===== config.mk =====
export PLATFORM = sky130hd
export DESIGN_NAME = matmul_ctrl_regs
export DESIGN_NICKNAME = d
export VERILOG_FILES = /design/src/rtl/matmul_ctrl_regs.sv
export SDC_FILE = /design/constraint.sdc
export NUM_CORES = 1
export LEC_CHECK = 0
export BUFFER_PORTS_ARGS = -buffer_cell sky130_fd_sc_hd__buf_2
export CAP_MARGIN = 30
export CORE_MARGIN = 2
export CORE_UTILIZATION = 50
export DETAILED_ROUTE_END_ITERATION = 7
export HOLD_SLACK_MARGIN = 0.05
export PLACE_DENSITY = 0.83
export RECOVER_POWER = 50
export SLEW_MARGIN = 20
export SYNTH_ARGS = -nofsm -noshare
export SYNTH_HDL_FRONTEND = slang
export SYNTH_SLANG_ARGS = --single-unit

===== constraint.sdc =====
create_clock -name clk_i -period 2.6 [get_ports clk_i]
set_input_delay 0 -clock clk_i [delete_from_list [all_inputs] [get_ports clk_i]]
set_output_delay 0 -clock clk_i [all_outputs]
set_load 0.02 [all_outputs]

===== src/rtl/matmul_ctrl_regs.sv =====
// APB control/status register block for the matrix-multiply engine.
// Holds the operation configuration and sequences the engine through IDLE/BUSY/DONE.
module matmul_ctrl_regs #(
    parameter  int DATA_W   = 32,
    parameter  int ADDR_W   = 8,
    parameter  int DIM_W    = 2,
    parameter  int ERRCNT_W = 8,
    localparam int CTRL_W   = 10 + 3 * DIM_W
) (
    input  logic              clk_i,
    input  logic              rst_ni,
    input  logic              psel_i,
    input  logic              penable_i,
    input  logic              pwrite_i,
    input  logic [ADDR_W-1:0] paddr_i,
    input  logic [DATA_W-1:0] pwdata_i,
    output logic [DATA_W-1:0] prdata_o,
    output logic              pready_o,
    output logic              pslverr_o,
    input  logic              done_i,
    output logic              start_o,
    output logic [CTRL_W-1:0] cfg_o,
    output logic              irq_o
);

    typedef enum logic [1:0] {
        S_IDLE = 2'd0,
        S_BUSY = 2'd1,
        S_DONE = 2'd2
    } state_t;

    state_t r_state;
    state_t w_state_nxt;

    logic [CTRL_W-1:0]   r_cfg;
    logic                r_irq_en;
    logic                r_err;
    logic [ERRCNT_W-1:0] r_errcnt;
    logic                r_start;
    logic                r_irq;
    logic                r_accept;
    logic                r_reject;
    logic [DATA_W-1:0]   r_prdata;
    logic                r_pslverr;

    logic [ADDR_W-3:0] w_word;
    logic              w_is_ctrl;
    logic              w_is_status;
    logic              w_is_irqen;
    logic              w_addr_ok;
    logic              w_setup;
    logic              w_access;
    logic              w_busy;
    logic              w_reject_now;
    logic              w_accept_now;
    logic              w_ctrl_wr;
    logic              w_stat_wr;
    logic              w_irqen_wr;
    logic              w_rej;
    logic              w_go;
    logic              w_err_clr;
    logic [DATA_W-1:0] w_rdata;
    logic              w_unused_bits;

    assign w_word      = paddr_i[ADDR_W-1:2];
    assign w_is_ctrl   = (w_word == (ADDR_W-2)'(0));
    assign w_is_status = (w_word == (ADDR_W-2)'(1));
    assign w_is_irqen  = (w_word == (ADDR_W-2)'(2));
    assign w_addr_ok   = w_is_ctrl | w_is_status | w_is_irqen;

    assign w_setup  = psel_i & ~penable_i;
    assign w_access = psel_i & penable_i;
    assign w_busy   = (r_state == S_BUSY);

    // Accept/reject is decided on the setup edge and carried to the access edge,
    // so a done_i landing in between cannot turn a rejected write into an accepted one.
    assign w_reject_now = w_setup & pwrite_i & w_is_ctrl & w_busy;
    assign w_accept_now = w_setup & pwrite_i & w_addr_ok & ~w_reject_now;

    assign w_ctrl_wr  = w_access & r_accept & w_is_ctrl;
    assign w_stat_wr  = w_access & r_accept & w_is_status;
    assign w_irqen_wr = w_access & r_accept & w_is_irqen;
    assign w_rej      = w_access & r_reject;
    assign w_go       = w_ctrl_wr & pwdata_i[0];
    assign w_err_clr  = w_stat_wr & pwdata_i[2];

    assign w_unused_bits = ^{paddr_i[1:0], pwdata_i};

    always_comb begin
        w_rdata = '0;
        if (w_is_ctrl) begin
            w_rdata[CTRL_W-1:0] = {r_cfg[CTRL_W-1:1], w_busy};
        end else if (w_is_status) begin
            w_rdata[0]             = w_busy;
            w_rdata[1]             = (r_state == S_DONE);
            w_rdata[2]             = r_err;
            w_rdata[8 +: ERRCNT_W] = r_errcnt;
        end else if (w_is_irqen) begin
            w_rdata[0] = r_irq_en;
        end
    end

    always_comb begin
        w_state_nxt = r_state;
        case (r_state)
            S_IDLE: if (w_go) w_state_nxt = S_BUSY;
            // done_i wins over a coincident W1C of done
            S_BUSY: if (done_i) w_state_nxt = S_DONE;
            S_DONE: begin
                if (w_go) begin
                    w_state_nxt = S_BUSY;
                end else if (w_stat_wr && pwdata_i[1]) begin
                    w_state_nxt = S_IDLE;
                end
            end
            default: w_state_nxt = S_IDLE;
        endcase
    end

    always_ff @(posedge clk_i or negedge rst_ni) begin
        if (!rst_ni) begin
            r_state <= S_IDLE;
        end else begin
            r_state <= w_state_nxt;
        end
    end

    always_ff @(posedge clk_i or negedge rst_ni) begin
        if (!rst_ni) begin
            r_accept  <= 1'b0;
            r_reject  <= 1'b0;
            r_prdata  <= '0;
            r_pslverr <= 1'b0;
        end else if (w_setup) begin
            r_accept  <= w_accept_now;
            r_reject  <= w_reject_now;
            r_prdata  <= pwrite_i ? '0 : w_rdata;
            r_pslverr <= ~w_addr_ok | w_reject_now;
        end else begin
            r_accept  <= 1'b0;
            r_reject  <= 1'b0;
            r_prdata  <= '0;
            r_pslverr <= 1'b0;
        end
    end

    always_ff @(posedge clk_i or negedge rst_ni) begin
        if (!rst_ni) begin
            r_cfg    <= '0;
            r_irq_en <= 1'b0;
            r_err    <= 1'b0;
            r_errcnt <= '0;
            r_start  <= 1'b0;
            r_irq    <= 1'b0;
        end else begin
            r_start <= w_go;
            r_irq   <= (r_state == S_DONE) & r_irq_en;
            if (w_ctrl_wr) begin
                r_cfg <= pwdata_i[CTRL_W-1:0];
            end
            if (w_irqen_wr) begin
                r_irq_en <= pwdata_i[0];
            end
            // A reject on the same edge as an err-clear keeps err and restarts the count at 1
            if (w_rej) begin
                r_err <= 1'b1;
                if (w_err_clr) begin
                    r_errcnt <= ERRCNT_W'(1);
                end else if (r_errcnt != '1) begin
                    r_errcnt <= r_errcnt + 1'b1;
                end
            end else if (w_err_clr) begin
                r_err    <= 1'b0;
                r_errcnt <= '0;
            end
        end
    end

    assign prdata_o  = r_prdata;
    assign pslverr_o = r_pslverr;
    assign pready_o  = 1'b1;
    assign start_o   = r_start;
    assign cfg_o     = r_cfg;
    assign irq_o     = r_irq;

endmodule


# Yosys cells after proc, flatten, opt, wreduce, memory -nomap -nowiden
# Cells that the tools add are included.
# classes
n_reduce_logical	7
add_sub_neg	1
eq_ne	8
bitwise_logic	21
muxes	23
# ops
cell	count
two-way mux 8 bit	6
two-way mux 16 bit	2
AND 1 bit	15
two-way mux 2 bit	5
adder 8 x 1 -> 8 bit, second input constant	1
inequality test 8 bit, second input constant	1
two-way mux 1 bit	7
equality test 6 x 1 -> 1 bit, second input constant	1
equality test 6 x 2 -> 1 bit, second input constant	1
logical NOT 6 bit	1
case mux 2 bit (3 select lines)	1
two-way mux 5 bit	1
inequality test 2 bit, second input constant	2
nonzero test 2 bit	2
two-way mux 3 bit	1
inequality test 3 x 2 -> 1 bit, second input constant	1
NOT 1 bit	3
OR 1 bit	3
AND reduction 3 bit	1
equality test 2 x 1 -> 1 bit, second input constant	1
equality test 2 bit, second input constant	1
logical NOT 2 bit	1
AND reduction 2 bit	1
logical AND 1 bit	1
# totals
input_bits	46
output_inout_bits	52
elab_cells	71
register_bits	65

# Longest topological paths before layout
# Gate-level depths: netlist of run 1.
# logic_depth
word_depth	8
depth_mapped	6
mapped_depth_nobuf	5

# Worst setup path after synthesis of run 1
# No wires, ideal clock.
# synth_timing
kind	input-to-reg
from	input port paddr_i[5]
to	register r_cfg[10] (netlist: cfg_o[10])
required_ns	2.475
n_path_buf	2
cell_stages	6
arrival_time_ns	1.479
setup_time_ns	0.125
slack_ns	0.995
path_cell_list	or4_1 -> buf_2 -> nor3_4 -> nand2_4 -> buf_6 -> mux2_4
# synth_via
elab_chain_len	2
# synth_rtl
element	line_no	rtl
start, declared	15	input logic [ADDR_W-1:0] paddr_i,
logical NOT 6 bit	66	assign w_is_ctrl = (w_word == (ADDR_W-2)'(0));
AND 1 bit	80	assign w_ctrl_wr = w_access & r_accept & w_is_ctrl;
end signal, assigned	159	r_cfg <= pwdata_i[CTRL_W-1:0];
end, declared	35	logic [CTRL_W-1:0] r_cfg;
# No other way between the ends.
# A chain may end at the register's enable or synchronous reset.

# Worst setup path in the final report of run 1
# layout_timing
from	register r_errcnt[0]
to	register r_errcnt[0]
# layout_via
elab_chain_len	4
word_cells_on_any_way	7
cone_classes	1 x add/sub; 1 x eq/ne; 3 x mux; 2 x reduce/logical
# layout_rtl
element	line_no	rtl
start, declared	38	logic [ERRCNT_W-1:0] r_errcnt;
start signal, assigned	170	r_errcnt <= r_errcnt + 1'b1;
adder 8 x 1 -> 8 bit	170	
two-way mux 8 bit	169	end else if (r_errcnt != '1) begin
two-way mux 8 bit	167	if (w_err_clr) begin
two-way mux 8 bit	165	if (w_rej) begin
# Parallel ways exist; a longest one is shown, timed or not. The select of a mux whose other input is x is not followed.

==> metrics.yaml, run 1 <==
drt:
  drt-initial-drc-count: 111
  avgViaCountPerCell: 5.24
  drt-wirelength-per-cell_um: 14.6
  postRouteAntennaNets: 0
  dr_total_vias: 1720
  drt_pass1_iterations: 4
  drc: 0
  wirelength_mm: 4.79
synthesis:
  synthCells: 189
  syn_area_per_cell_um2: 11.7
  ys_top_cells_by_area: "dfrtp_1 (55%), mux2_4 (6.1%), buf_4 (5.8%)"
  synth_edf_count: 0
  synth_top_cell_area_share: 0.553
  syn_area_mm2: 0.00222
  yosys.area.top_type: "dfrtp_1"
  ys_ff_latch: 49
  yosysUniqueCellTypes: 40
  ys.warnings.count: 0
  ys.flop_type: "dfrtp_1"
  async_reset_ff_frac: 1.00
  synth-seq-area-share: 0.553
critical_path:
  worstPathArrival_ns: 1.88
  critical_path.max_fanout: 6
  r2r_end: "r_errcnt[0]$_DFFE_PN0P_"
  reg2regPathDepth: 5
  r2r-start: "r_errcnt[0]$_DFFE_PN0P_"
  crit_top_cell: "o21ai_0"
  cpMaxStageDelayCell: "dfrtp_1"
  required_ns: 2.77
  cp_slowest_stage_delay_ns: 0.46
  r2r_slack_ns: 0.89
  cp_cell_sequence: "ha_1 -> nand4_1 -> o21ai_0 -> a2bb2oi_1 -> o21ai_0"
  start_kind: "register"
  end_kind: "register"
  path_buf_inv: 0
  critical_path.top_delay_family: "compound AO/OA/AOI/OAI gates"
  path_class: "register to register"
place:
  dp_hpwl_mm: 3.11
  portBuffers: 62
  pre_cts_slack_ns: 0.879
  dpl_cell_area_mm2: 0.00253
  gp_congestion: 0.765
clock_network:
  cts_root_buffer: "clkbuf_8"
  clk_pin_slew_ns: 0.09
  clock_sinks: 49
  cts_buffer_depth: 2
  cts_tree: "yes"
  insertion_delay_ns: 0.30
  htree_levels: 2
  ctsResizeCount: 0
  cts_inserted_buffers: 5
run_status:
  outcome: "finished, final reports clean"
sta:
  tns_ns: 0
  hold_violations: 0
  final.min_clock_period_ns: 1.71
  finalMaxSlewViolations: 0
  timing.hold.ws_ns: 0.0588
  fin_crit_sh: 0.656
  rsz0062_at_grt: "false"
  tightest_slew_ns: 0.998
  layout_setup_ws_ns: 0.895
  max_clock_freq_ghz: 0.586
  relSlewSlack: 0.335
  setup_viol: 0
  fin_skew_ns: 0.00717
floorplanning:
  die-area_mm2: 0.00498
  core.rowCount: 24
  io_pins: 98
  core_mm2: 0.00432
  fp.dieH_um: 70.6
  die_w_um: 70.6
  initial_core_util: 0.513
worst_hold_path:
  hold_class: "input port to register"
  worstHoldStart: "penable_i"
  hold_path_end: "r_reject$_DFF_PN0_"
  hold_depth: 3
power:
  switchingPower_mw: 0.316
  powerDensity_mw_per_mm2: 477
  comb_power_share: 0.079
  internal-power_mw: 1.02
  clkPwrFrac: 0.349
  switching_share: 0.236
  vdd_ir_drop_max_mv: 0.223
  p_leak_nw: 1.51
  seqPwrFrac: 0.572
global_routing:
  grt_pass1_vias: 1582
  grt_overflow: 0
  grt_pass1_wl_mm: 7.41
  grt_antenna_before_repair: 0
  grt_max_degree: 32
  track_usage: 0.190
cells_and_area:
  fillers: 348
  final_cell_area_mm2: 0.00281
  nNetsFinal: 322
  antenna_cells: 0
  syn_to_final_growth_pct: 26.6
  drive_above_1_share: 0.275
flow_run:
  cap_violations: 0
## cell usage after synthesis, drive strengths merged, types with 2 or more instances
| master | count |
|---|---|
| a211oi | 2 |
| a21o | 2 |
| a21oi | 2 |
| a22oi | 10 |
| a31oi | 4 |
| and2 | 2 |
| and3 | 8 |
| and4 | 2 |
| buf | 20 |
| clkbuf | 4 |
| conb | 2 |
| dfrtp | 49 |
| inv | 5 |
| mux2 | 16 |
| mux2i | 2 |
| nand2 | 3 |
| nand2b | 2 |
| nand3 | 7 |
| nand4 | 4 |
| nor2 | 18 |
| nor3 | 7 |
| o21ai | 4 |
| xnor2 | 2 |
## worst max path at each step
stage,from,end,slack [ns],cells after the start
4_1_cts,r_errcnt[0]$_DFFE_PN0P_,r_errcnt[0]$_DFFE_PN0P_,0.92,5
2_1_floorplan,paddr_i[5],cfg_o[10]$_DFFE_PN0N_,1.0,6
3_3_place_gp,paddr_i[5],cfg_o[14]$_DFFE_PN0N_,0.90,5
6_report,r_errcnt[0]$_DFFE_PN0P_,r_errcnt[0]$_DFFE_PN0P_,0.89,5
5_1_grt,rst_ni,cfg_o[11]$_DFFE_PN0N_,0.58,3
3_5_place_dp,paddr_i[5],cfg_o[7]$_DFFE_PN0N_,0.88,5
## per-layer routing
metal  wire length, um  vias up  track usage  part of all wire
met5                 0        -            0                 0
met1              1970      829        0.225              0.41
met4                86        0       0.0713             0.018
met2              2470       74        0.342              0.52
li1                  -      809            -                 -
met3               267        8       0.0370             0.056
## area by class of cell
type | count | area [um^2] | share of cell area
Clock buffer | 6 | 82.6 | 0.0294
Inverter | 5 | 18.8 | 0.00669
Sequential cell | 49 | 1230 | 0.437
Multi-Input combinational cell | 126 | 865 | 0.308
Timing Repair Buffer | 88 | 536 | 0.191
Tap cell | 52 | 65.1 | 0.0232
Clock inverter | 2 | 13.8 | 0.00490
## what timing repair did
action / 4_1_cts / 5_1_grt
hold buffers: 22 / 0
setup buffers: 0 / 0
hold endpoints to repair: 71 / 0
## logic make-up (layout without fill, tap and decap cells)
kind of cell,count (synthesis),after routing,synth area share
adder cells (fa/ha/maj),1,1,0.00564
AO/OA/AOI/OAI,28,28,0.0880
buffers and inverters,29,101,0.0824
AND/OR/NAND/NOR,60,60,0.154
XOR/XNOR,2,2,0.00790
multiplexers,18,18,0.106
other,2,17,0.00339
flip-flops,49,49,0.553
## tightest hold or removal path, stage by stage
cell      delay (ns)
buf_2           0.13
nand3b_1        0.14
nor3_1          0.05
## state kept, by name (all words and copies together) (netlist names)
register and cells:
pslverr_o 1, r_state 2, r_reject 1, r_irq_en 1, r_errcnt 8, prdata_o 16, r_err 1, start_o 1
irq_o 1, cfg_o 16, r_accept 1
## cells in the final DEF (no fill, tap or decap), drive strengths merged
cell,synthesis,final
nor3,7,7
nor4,1,1
xnor2,2,2
nand2b,2,2
a21oi,2,2
dlygate4sd3,0,22
nand2,3,3
and4b,1,1
ha,1,1
o22ai,1,1
nor2,18,18
a211oi,2,2
nand4,4,4
inv,5,5
a31oi,4,4
or4,1,1
a21o,2,2
nor2b,1,1
mux2i,2,2
o211a,1,1
and4,2,2
a22oi,10,10
nand3b,1,1
buf,20,47
or2,1,1
clkbuf,4,25
and2,2,2
nand3,7,7
and3,8,8
a32o,1,1
a2bb2oi,1,1
conb,2,17
or3,1,1
o21ai,4,4
mux2,16,16
dfrtp,49,49
clkinv,0,2
## power groups by stage
stage,sequential (mW),combinational [mW],clock (mW)
2_1_floorplan,0.782,0.0562,0
3_3_place_gp,0.780,0.0789,0
3_5_place_dp,0.781,0.0841,0
4_1_cts,0.765,0.109,0.471
5_1_grt,0.766,0.116,0.507
6_report,0.765,0.105,0.467
## per-stage QoR
stage / std cells / util / total power, mW
after CTS: 328 / 0.658 / 1.35
after floorplan: 204 / - / 0.838
after global routing: 328 / 0.649 / 1.39
after detailed placement: 298 / 0.584 / 0.865
after global placement: 297 / 0.580 / 0.859
final: 328 / 0.649 / 1.34
Power figures use the tool's default switching activity.
==> run 2: changes to the inputs <==
Settings changed: ABC_AREA set to 1, CORE_UTILIZATION 50 to 42, PLACE_DENSITY 0.83 to 0.74.
Clock period 2.6 ns to 1.53 ns, I/O delays scaled along.
==> metrics.yaml, run 2 <==
run_status:
  outcome: "finished, final reports clean"
synthesis:
  synthAdderAreaFrac: 0.00557
  synth_most_common_cell: "nand2_1"
  yosys.area.top_type: "dfrtp_1"
  ys_ff_latch: 49
  synthCells: 262
  synthSimpleGateAreaFrac: 0.295
  synth_compound_area_frac: 0.0429
  synth-xor-area-share: 0
  ys.flop_type: "dfrtp_1"
  yosysUniqueCellTypes: 30
  syn_area_mm2: 0.00225
  synth-seq-area-share: 0.546
  synth_edf_count: 0
  synthTopCellsByCount: "nand2_1 (99), dfrtp_1 (49), buf_4 (18), inv_1 (16), nor2_1 (15)"
  ys.warnings.count: 0
  syn_area_per_cell_um2: 8.58
  async_reset_ff_frac: 1.00
  synth_mux_area_frac: 0
  synth_top_cell_area_share: 0.546
  ys_top_cells_by_area: "dfrtp_1 (55%), nand2_1 (17%), buf_4 (6.0%)"
  synth_top_family_by_area: "simple AND/OR/NAND/NOR gates"
floorplanning:
  die-area_mm2: 0.00595
  io_pins: 98
  fp.dieH_um: 77.1
  die_w_um: 77.1
  core_mm2: 0.00514
  core.rowCount: 26
  initial_core_util: 0.437
drt:
  wirelength_mm: 5.21
  avgViaCountPerCell: 4.73
  drc: 0
  drt-initial-drc-count: 77
  dr_total_vias: 2035
  drt-wirelength-per-cell_um: 12.1
  postRouteAntennaNets: 0
  drt_pass1_iterations: 5
critical_path:
  start_kind: "register"
  worstPathArrival_ns: 1.60
  required_ns: 1.74
  critical_path.max_fanout: 4
  crit_start: "r_errcnt[0]$_DFFE_PN0P_"
  end_kind: "register"
  crit_path_end: "r_errcnt[4]$_DFFE_PN0P_"
  path_class: "register to register"
  r2r_end: "r_errcnt[4]$_DFFE_PN0P_"
  r2r-start: "r_errcnt[0]$_DFFE_PN0P_"
  reg2regPathDepth: 7
  r2r_slack_ns: 0.14
cells_and_area:
  fillers: 476
  antenna_cells: 0
  final_cell_mix: "nand2_1 (99), dfrtp_1 (49), buf_2 (39)"
  drive_above_1_share: 0.197
  post-route-util: 0.572
  syn_to_final_growth_pct: 30.8
  nNetsFinal: 406
  final_common_cell: "nand2_1"
worst_hold_path:
  worstHoldStart: "paddr_i[5]"
  hold_class: "input port to register"
place:
  gp_congestion: 0.933
  dp_hpwl_mm: 3.53
  portBuffers: 62
clock_network:
  cts_inserted_buffers: 5
  ctsResizeCount: 0
  post_cts_buffers: 0
  cts_root_buffer: "clkbuf_8"
  cts_tree: "yes"
  htree_levels: 2
  clk_pin_slew_ns: 0.09
  insertion_delay_ns: 0.31
  cts_buffer_depth: 2
  cts-hold-fix-buffers: 24
  clock_sinks: 49
sta:
  relSlewSlack: 0.371
  tns_ns: 0
  timing.hold.ws_ns: 0.158
  max_clock_freq_ghz: 0.717
  tightest_slew_ns: 0.944
  fin_skew_ns: 0.0130
  setup_viol: 0
  hold_violations: 0
  fin_crit_sh: 0.911
  final.min_clock_period_ns: 1.39
  rsz0062_at_grt: "false"
  finalMaxSlewViolations: 0
power:
  internal-power_mw: 1.72
  p_leak_nw: 1.60
  switching_share: 0.253
  clkPwrFrac: 0.353
  vdd_ir_drop_max_mv: 0.495
  powerDensity_mw_per_mm2: 781
  comb_power_share: 0.080
  switchingPower_mw: 0.581
  seqPwrFrac: 0.566
global_routing:
  grt_pass1_vias: 2048
  grt_overflow: 0
  grt_max_degree: 21
  track_usage: 0.186
  grt_antenna_before_repair: 0
  grt_pass1_wl_mm: 8.97
flow_run:
  cap_violations: 0
-- run 2: changes by cell type in the layout (fill, tap and decap cells not counted), moves of 6 or more --
cell	delta
mux2_4	-9
a21oi_1	+8
and3_1	-6
a22oi_1	-7
buf_4	+9
nand2_1	+97
mux2_2	-7
inv_1	+11
-- run 2: routing by layer --
metal	up-vias	global-route usage	wire length [um]
li1	990	-	-
met1	955	0.226	2170
met2	81	0.319	2610
met3	9	0.0353	303
met4	0	0.0839	130
met5	-	0	0
-- run 2: worst min path at each step --
| stage | to | slack [ns] | cells after the start |
|---|---|---|---|
| after floorplan | cfg_o[0]$_DFFE_PN0N_ | -0.30 | 0 |
| after global placement | prdata_o[5]$_DFF_PN0_ | -0.05 | 1 |
| after detailed placement | prdata_o[5]$_DFF_PN0_ | -0.05 | 1 |
| after CTS | r_reject$_DFF_PN0_ | 0.13 | 6 |
| after global routing | r_err$_DFFE_PN0P_ | 0.19 | 3 |
| final | prdata_o[2]$_DFF_PN0_ | 0.16 | 6 |
-- run 2: layout make-up --
cell class | count | area (um^2) | share of cell area
flip-flops and latches | 49 | 1230 | 0.417
multi-input cells | 185 | 836 | 0.284
repair buffers | 100 | 624 | 0.212
inverters | 18 | 68.8 | 0.0234
clock inverters | 3 | 28.8 | 0.00979
well taps | 70 | 87.6 | 0.0298
clock buffers | 5 | 68.8 | 0.0234
-- run 2: stage by stage --
step                power, mW  cell area, um^2  std cells  worst slack [ns]
floorplan                1.42             2300        277             0.156
finish                   2.30             2940        430             0.136
global placement         1.46             2630        398             0.173
detailed placement       1.47             2630        398             0.149
global route             2.39             2940        430            0.0239
CTS                      2.32             2970        430             0.133
-- run 2: kinds of logic after synthesis --
| kind of cell | after synthesis |
|---|---|
| adder cells (fa/ha/maj) | 1 |
| AO/OA/AOI/OAI | 17 |
| buffers and inverters | 43 |
| AND/OR/NAND/NOR | 150 |
| other | 2 |
| flip-flops | 49 |
-- run 2: power groups by stage --
stage	sequential, mW	clock (mW)	combinational (mW)
after floorplan	1.33	0	0.0922
after global placement	1.33	0	0.139
after detailed placement	1.33	0	0.140
after CTS	1.30	0.838	0.185
after global routing	1.30	0.880	0.204
final	1.30	0.811	0.185
-- run 2: critical path, stage by stage (launching register included) --
cell,delay [ns]
dfrtp_1,0.39
ha_1,0.21
nand2_1,0.10
nor2_2,0.05
buf_4,0.14
or2_2,0.26
nand4_1,0.09
nand2_1,0.05
==> run 3: changes to the inputs <==
Settings changed: PLACE_DENSITY 0.74 to 0.75.
==> metrics.yaml, run 3 (synthesis gave the netlist of run 2 again) <==
sta:
  max_clock_freq_ghz: 0.671
  finalMaxSlewViolations: 0
  fin_crit_sh: 0.974
  tightest_slew_ns: 0.625
  fin_skew_ns: 0.00519
  hold_violations: 0
  relSlewSlack: 0.584
  layout_setup_ws_ns: 0.0391
  setup_viol: 0
  final.min_clock_period_ns: 1.49
floorplanning:
  fp.dieH_um: 77.1
  io_pins: 98
  die_w_um: 77.1
  die-area_mm2: 0.00595
  core_mm2: 0.00514
  core.rowCount: 26
  initial_core_util: 0.437
power:
  switchingPower_mw: 0.536
  p_leak_nw: 1.55
  switching_share: 0.240
  internal-power_mw: 1.70
  powerDensity_mw_per_mm2: 768
  seqPwrFrac: 0.582
  clkPwrFrac: 0.336
  comb_power_share: 0.082
  vdd_ir_drop_max_mv: 0.587
worst_hold_path:
  hold_class: "input port to register"
run_status:
  outcome: "finished, final reports clean"
cells_and_area:
  syn_to_final_growth_pct: 29.5
  nNetsFinal: 404
  final_cell_mix: "nand2_1 (99), dfrtp_1 (49), clkbuf_1 (37)"
  post-route-util: 0.566
  final_cell_area_mm2: 0.00291
  final_common_cell: "nand2_1"
  antenna_cells: 0
  drive_above_1_share: 0.156
global_routing:
  grt_max_degree: 27
  grt_pass1_wl_mm: 8.69
  track_usage: 0.182
  grt_overflow: 0
  grt_antenna_before_repair: 0
  grt_pass1_vias: 1978
clock_network:
  insertion_delay_ns: 0.30
  cts_tree: "yes"
  clk_pin_slew_ns: 0.09
  cts_buffer_depth: 2
  clock_sinks: 49
  cts_inserted_buffers: 5
  htree_levels: 2
  cts_root_buffer: "clkbuf_8"
  post_cts_buffers: 0
critical_path:
  worstPathArrival_ns: 1.69
  path_class: "register to register"
  path_buf_inv: 1
  crit_top_cell: "nand2_1"
  critical_path.max_fanout: 4
  required_ns: 1.72
  cp_slowest_stage_delay_ns: 0.41
  cp_cell_sequence: "ha_1 -> nand2_1 -> nor2_4 -> buf_4 -> or2_2 -> nand4_1 -> nand2_1"
  end_kind: "register"
  cpMaxStageDelayCell: "dfrtp_1"
  start_kind: "register"
  critical_path.top_delay_family: "simple AND/OR/NAND/NOR gates"
place:
  dpl_cell_area_mm2: 0.00263
  pre_cts_slack_ns: 0.0987
  dp_hpwl_mm: 3.60
  gp_congestion: 0.913
  portBuffers: 62
drt:
  drt-wirelength-per-cell_um: 12.1
  drt-initial-drc-count: 104
  postRouteAntennaNets: 0
  dr_total_vias: 1988
  wirelength_mm: 5.18
  avgViaCountPerCell: 4.64
  drt_pass1_iterations: 4
  drc: 0
flow_run:
  cap_violations: 0
## run 3: area by class of cell
cell class	count	area, um^2
Fill cell	494	2230
Sequential cell	49	1230
Multi-Input combinational cell	185	850
Timing Repair Buffer	98	591
Tap cell	70	87.6
Clock buffer	6	72.6
Inverter	18	68.8
Clock inverter	2	13.8
## run 3: tightest hold or removal path, cell delays in order
cell and delay, ns:
buf_2 0.14, nor3_1 0.09, nand3_1 0.06, nand2_1 0.05
## run 3: path summary, 6_finish.rpt
check | start | to | slack, ns | cells past startpoint
setup reg to reg | r_errcnt[0]$_DFFE_PN0P_ | r_errcnt[4]$_DFFE_PN0P_ | 0.04 | 7
max in group asynchronous | rst_ni | cfg_o[11]$_DFFE_PN0N_ | 0.39 | 3
hold reg to reg | cfg_o[0]$_DFFE_PN0N_ | cfg_o[0]$_DFFE_PN0N_ | 0.49 | 2
hold / removal | paddr_i[2] | r_irq_en$_DFFE_PN0P_ | 0.08 | 4
min in group asynchronous | rst_ni | prdata_o[6]$_DFF_PN0_ | 0.24 | 2
setup / recovery | r_errcnt[0]$_DFFE_PN0P_ | r_errcnt[4]$_DFFE_PN0P_ | 0.04 | 7
## run 3: timing repair
item,in CTS,in global routing
endpoints found under the hold margin,45,0
hold buffers,23,0
endpoints found under the setup margin,0,7
gates resized for setup,0,2
## run 3: power by group through the flow
stage,sequential (mW),combinational (mW),clock (mW)
detailed placement,1.33,0.140,0
CTS,1.30,0.183,0.769
global placement,1.33,0.138,0
global route,1.30,0.202,0.815
floorplan,1.33,0.0922,0
finish,1.30,0.182,0.751
## run 3: per-layer routing
metal	part of all wire	up-vias	wire length, um	global-route usage
met5	0	-	0	0
met4	0.011	0	59	0.0625
met3	0.046	6	238	0.0294
met2	0.52	65	2700	0.334
met1	0.42	935	2180	0.215
li1	-	982	-	-
## run 3: through the flow
stage                     std cells  power, mW  setup TNS (ns)  hold WS (ns)
final                           428       2.23               0        0.0766
after global routing            428       2.32        -0.00320        0.0983
after CTS                       428       2.25               0        0.0718
after detailed placement        397       1.47               0        0.0276
after global placement          397       1.46               0        0.0252
after floorplan                 277       1.42               0        -0.296
